File: src/rtl/pc_seq_pkg.sv
// Shared types and constants for the program-counter sequencer: PC width,
// PC increment and the BOOT/RUN/HALT state encoding.
package pc_seq_pkg;

   localparam int PC_W = 32;

   typedef logic [PC_W-1:0] pc_t;

   localparam pc_t PC_INC = 32'd4;

   localparam logic [1:0] ST_BOOT = 2'd0;
   localparam logic [1:0] ST_RUN  = 2'd1;
   localparam logic [1:0] ST_HALT = 2'd2;

endpackage

File: src/rtl/next_pc_select.sv
// Combinational next-PC priority select: jump beats branch beats sequential.
// pc_src_raw drives the external mux before state gating.
module next_pc_select
   import pc_seq_pkg::*;
(
   input  logic i_jump,
   input  pc_t  i_jump_target,
   input  logic i_branch_taken,
   input  pc_t  i_branch_target,
   input  pc_t  i_pc_plus4,
   output pc_t  o_next_pc,
   output logic o_pc_src_raw
);

   always_comb begin
      if (i_jump)
         o_next_pc = i_jump_target;
      else if (i_branch_taken)
         o_next_pc = i_branch_target;
      else
         o_next_pc = i_pc_plus4;
   end

   assign o_pc_src_raw = i_branch_taken & ~i_jump;

endmodule

File: src/rtl/pc_sequencer.sv
// Program counter owner with BOOT/RUN/HALT gating and retired-instruction count.
// Optional misaligned-target trapping is enabled by defining ALIGN_CHECK_EN.
module pc_sequencer
   import pc_seq_pkg::*;
#(
   parameter logic [31:0] RESET_VEC   = 32'h0000_0000,
   parameter int          BOOT_CYCLES = 4,
   parameter logic [31:0] TRAP_VEC    = 32'h0000_0080
)
(
   input  logic        clk,
   input  logic        reset,
   input  logic        stall,
   input  logic        halt,
   input  logic        branch_taken,
   input  logic [31:0] branch_target,
   input  logic        jump,
   input  logic [31:0] jump_target,
   output logic [31:0] pc,
   output logic [31:0] pc_plus4,
   output logic        pc_src,
   output logic        fetch_valid,
   output logic        halted,
   output logic [31:0] instr_count,
   output logic        misalign
);

   localparam int BOOT_W = (BOOT_CYCLES > 1) ? $clog2(BOOT_CYCLES) : 1;

   logic [1:0]        r_state;
   logic [BOOT_W-1:0] r_boot_cnt;
   pc_t               r_pc;
   logic [31:0]       r_instr_count;
   logic              r_fetch_valid;
   logic              r_halted;
   logic              r_misalign;

   logic [1:0]        w_state_next;
   logic [BOOT_W-1:0] w_boot_next;
   pc_t               w_pc_next;
   logic [31:0]       w_count_next;
   logic              w_misalign_next;
   pc_t               w_pc_plus4;
   pc_t               w_next_pc;
   logic              w_pc_src_raw;

   assign w_pc_plus4 = r_pc + PC_INC;

   next_pc_select u_next_pc_select (
      .i_jump          (jump),
      .i_jump_target   (jump_target),
      .i_branch_taken  (branch_taken),
      .i_branch_target (branch_target),
      .i_pc_plus4      (w_pc_plus4),
      .o_next_pc       (w_next_pc),
      .o_pc_src_raw    (w_pc_src_raw)
   );

`ifndef ALIGN_CHECK_EN
   // Trap vector only matters when alignment checking is built in.
   logic w_unused_trap;
   assign w_unused_trap = ^TRAP_VEC;
`endif

   always_comb begin
      w_state_next    = r_state;
      w_boot_next     = r_boot_cnt;
      w_pc_next       = r_pc;
      w_count_next    = r_instr_count;
      w_misalign_next = 1'b0;
      case (r_state)
         ST_BOOT: begin
            w_boot_next = r_boot_cnt + 1'b1;
            if (r_boot_cnt == BOOT_W'(BOOT_CYCLES - 1))
               w_state_next = ST_RUN;
         end
         ST_RUN: begin
            // halt wins over both stall and any redirect
            if (halt) begin
               w_state_next = ST_HALT;
            end else if (!stall) begin
               w_count_next = r_instr_count + 32'd1;
`ifdef ALIGN_CHECK_EN
               if (w_next_pc[1:0] != 2'b00) begin
                  w_pc_next       = TRAP_VEC;
                  w_misalign_next = 1'b1;
               end else begin
                  w_pc_next = w_next_pc;
               end
`else
               w_pc_next = {w_next_pc[31:2], 2'b00};
`endif
            end
         end
         default: ;
      endcase
   end

   always_ff @(posedge clk) begin
      if (reset) begin
         r_state       <= ST_BOOT;
         r_boot_cnt    <= '0;
         r_pc          <= RESET_VEC;
         r_instr_count <= 32'd0;
         r_fetch_valid <= 1'b0;
         r_halted      <= 1'b0;
         r_misalign    <= 1'b0;
      end else begin
         r_state       <= w_state_next;
         r_boot_cnt    <= w_boot_next;
         r_pc          <= w_pc_next;
         r_instr_count <= w_count_next;
         r_fetch_valid <= (w_state_next == ST_RUN);
         r_halted      <= (w_state_next == ST_HALT);
         r_misalign    <= w_misalign_next;
      end
   end

   assign pc          = r_pc;
   assign pc_plus4    = w_pc_plus4;
   assign pc_src      = w_pc_src_raw & (r_state == ST_RUN);
   assign fetch_valid = r_fetch_valid;
   assign halted      = r_halted;
   assign instr_count = r_instr_count;
   assign misalign    = r_misalign;

endmodule

File: config.mk
export PLATFORM = sky130hd
export DESIGN_NAME = pc_sequencer
export DESIGN_NICKNAME = d
export VERILOG_FILES = /design/src/rtl/pc_seq_pkg.sv /design/src/rtl/next_pc_select.sv /design/src/rtl/pc_sequencer.sv
export SDC_FILE = /design/constraint.sdc
export NUM_CORES = 1
export LEC_CHECK = 0
export ABC_AREA = 0
export CORE_ASPECT_RATIO = 1.2
export CORE_MARGIN = 2
export CORE_UTILIZATION = 39
export DETAILED_ROUTE_END_ITERATION = 7
export GPL_ROUTABILITY_DRIVEN = 0
export MAX_ROUTING_LAYER = met4
export PLACE_DENSITY = 0.78
export SKIP_CTS_REPAIR_TIMING = 1
export SYNTH_ARGS = -nofsm -noshare
export SYNTH_HDL_FRONTEND = slang
export SYNTH_HIERARCHICAL = 1
export SYNTH_SLANG_ARGS = --single-unit
File: constraint.sdc
create_clock -name clk -period 4.73 [get_ports clk]
set_input_delay 0.946 -clock clk [delete_from_list [all_inputs] [get_ports clk]]
set_output_delay 0.946 -clock clk [all_outputs]
set_load 0.005 [all_outputs]
==> flow_summary.json <==
{
  "average_wire_length_per_cell_after_detail_routing_um": 14.7,
  "setup_repair_after_global_routing_missed_its_margin": "false",
  "initial_antenna_violation_count": 0,
  "setup_violations": 0,
  "dieHeight_um": 116,
  "cts_tree": "built",
  "grt_pass1_wl_um": 18700,
  "stdcell_count": 806,
  "vias_per_cell": 5.29,
  "timing.final.max_slew_violations": 0,
  "total_clock_buffers_created_by_cts": 9,
  "layout-area-overhead-vs-synth_pct": 46.2,
  "rows": 40,
  "final_hold_viol_count": 0,
  "yosys_warnings": 6,
  "fin_crit_sh": 0.851,
  "cp-start-kind": "register",
  "dr.first_iter.drc_count": 184,
  "ctsLongestPathBuffers": 2,
  "syn-cell-area_sq_um": 4090,
  "final_antenna_net_count": 0,
  "synth_area_per_cell_sq_um": 7.60,
  "fin_worst_hold_slack_ns": 0.490,
  "timing.critical_path.fanout_max": 9,
  "relSlewSlack": 0.380,
  "run_status": "complete, no violations",
  "htree_levels": 3,
  "static-leakage-power_nw": 2.11,
  "detail_route.first_pass.iterations": 4,
  "setup_total_negative_slack_ns": 0,
  "post-place-cells": 790,
  "cts-root-buf": "sky130_fd_sc_hd__clkbuf_16",
  "worstSetupEndpointType": "output port",
  "totalWireLength_um": 11800,
  "cp_max_stage_delay_ns": 0.71,
  "pin_count_of_the_biggest_net_entering_global_routing": 61,
  "fin_crit_ns": 4.02,
  "final_layout_size_suffix_gt1_frac": 0.0471,
  "max_cap_viol_count": 0,
  "io_pins": 170,
  "vias_in_the_first_global_route": 3858,
  "cts.sinks": 68,
  "crit_arrival_ns": 3.08,
  "vdd_ir_drop_max_mv": 0.181,
  "timing.fmax_mhz": 248,
  "globalRoute.totalOverflow": 0,
  "io_buffers": 160,
  "layout.nets": 748,
  "dpl.hpwl_um": 8820,
  "antennaDiodeCount": 0,
  "tightestPinTransition_ns": 0.930,
  "die_x_um": 97.5,
  "synth_cells": 538,
  "hold_class": "register to register",
  "start_util": 0.405,
  "via_count": 4267,
  "track_usage": 0.204,
  "skew_ns": 0.00819,
  "critical_path.slowest_cell": "sky130_fd_sc_hd__or4_1",
  "timing.critical_path.cells": "ha_1 > inv_1 > or4_1 > nor4_1 > xor2_1 > clkdlybuf4s50_1",
  "clk_pin_slew_worst_setup_hold_paths_ns": 0.06,
  "power_per_cell_area_nw_per_um2": 256,
  "drt_drc_violations_left": 0,
  "fp.dieArea_sq_um": 11300,
  "worst_skew_late_latency_ns": 0.32,
  "critPathRequiredTime_ns": 3.78,
  "floorplan.core_area_sq_um": 10100,
  "timing_worst_setup_path_type": "register to output port"
}
[cell usage in the layout, fill, tap and decap left out, types with 2 or more instances in the layout]
cell type	count
sky130_fd_sc_hd__o21ai_0	12
sky130_fd_sc_hd__xnor2_1	17
sky130_fd_sc_hd__mux2_2	6
sky130_fd_sc_hd__inv_1	13
sky130_fd_sc_hd__and2_1	2
sky130_fd_sc_hd__ha_1	3
sky130_fd_sc_hd__and4_1	8
sky130_fd_sc_hd__xor2_1	20
sky130_fd_sc_hd__nor4_1	12
sky130_fd_sc_hd__bufinv_16	3
sky130_fd_sc_hd__nor3_1	9
sky130_fd_sc_hd__nand2_1	114
sky130_fd_sc_hd__nor2_1	25
sky130_fd_sc_hd__o31ai_1	9
sky130_fd_sc_hd__buf_4	4
sky130_fd_sc_hd__nand4_1	13
sky130_fd_sc_hd__o21ai_1	28
sky130_fd_sc_hd__conb_1	5
sky130_fd_sc_hd__mux2i_1	30
sky130_fd_sc_hd__nand3_1	19
sky130_fd_sc_hd__or4_1	12
sky130_fd_sc_hd__buf_2	3
sky130_fd_sc_hd__clkdlybuf4s50_1	157
sky130_fd_sc_hd__a21oi_1	52
sky130_fd_sc_hd__or3_1	9
sky130_fd_sc_hd__clkbuf_8	2
sky130_fd_sc_hd__dfxtp_1	68
sky130_fd_sc_hd__nor2b_1	6
sky130_fd_sc_hd__clkbuf_16	9
[flip-flops by register name, indices dropped and copies added, names as in the netlist]
name,count
halted,1
fetch_valid,1
pc,30
r_state,2
instr_count,32
r_boot_cnt,2
[report_power, final]
| part | switching [mW] | internal (mW) |
|---|---|---|
| clock network | 0.241 | 0.545 |
| logic | 0.0656 | 0.0881 |
| registers | 0.00948 | 0.582 |
[path summary, 6_finish.rpt]
| check | startpoint | end | slack [ns] | depth (start not counted) |
|---|---|---|---|---|
| max | pc[2] | pc_plus4[30] | 0.71 | 6 |
| max reg2reg | r_state[1] | instr_count[28] | 1.89 | 4 |
| min | pc[31] | pc[31] | 0.49 | 2 |
| min reg2reg | pc[31] | pc[31] | 0.49 | 2 |
[worst max-delay path: cells and delay by family (launching register included)]
family,cells,cell delay [ns]
AND/OR/NAND/NOR,2,1.05
flip-flops,1,0.47
adder cells (fa/ha/maj),1,0.31
buffers and inverters,2,0.63
XOR/XNOR,1,0.29
[per-layer routing]
metal  vias up  wire, um  track usage
met5         -         0            -
met2       150      5940        0.355
met1      1973      4920        0.237
li1       2134         -            -
met3        10       866       0.0515
met4         0       116       0.0537
[per-stage QoR]
stage	worst slack (ns)	cell area, sq um	utilization	power, mW
after floorplan	1.88	4110	-	0.684
after global placement	0.863	5620	0.556	0.754
after detailed placement	0.809	5620	0.556	0.757
after CTS	0.715	5980	0.592	1.55
after global routing	0.591	5980	0.592	1.59
final	0.705	5980	0.592	1.53
[layout make-up]
type	count	area, sq um
fillers	911	4130
multi-input cells	419	2440
repair buffers	164	1620
flip-flops and latches	68	1360
clock buffers	11	253
well taps	126	158
clock inverters	5	106
inverters	13	48.8
Note: power is estimated with default switching activity, not from simulation.
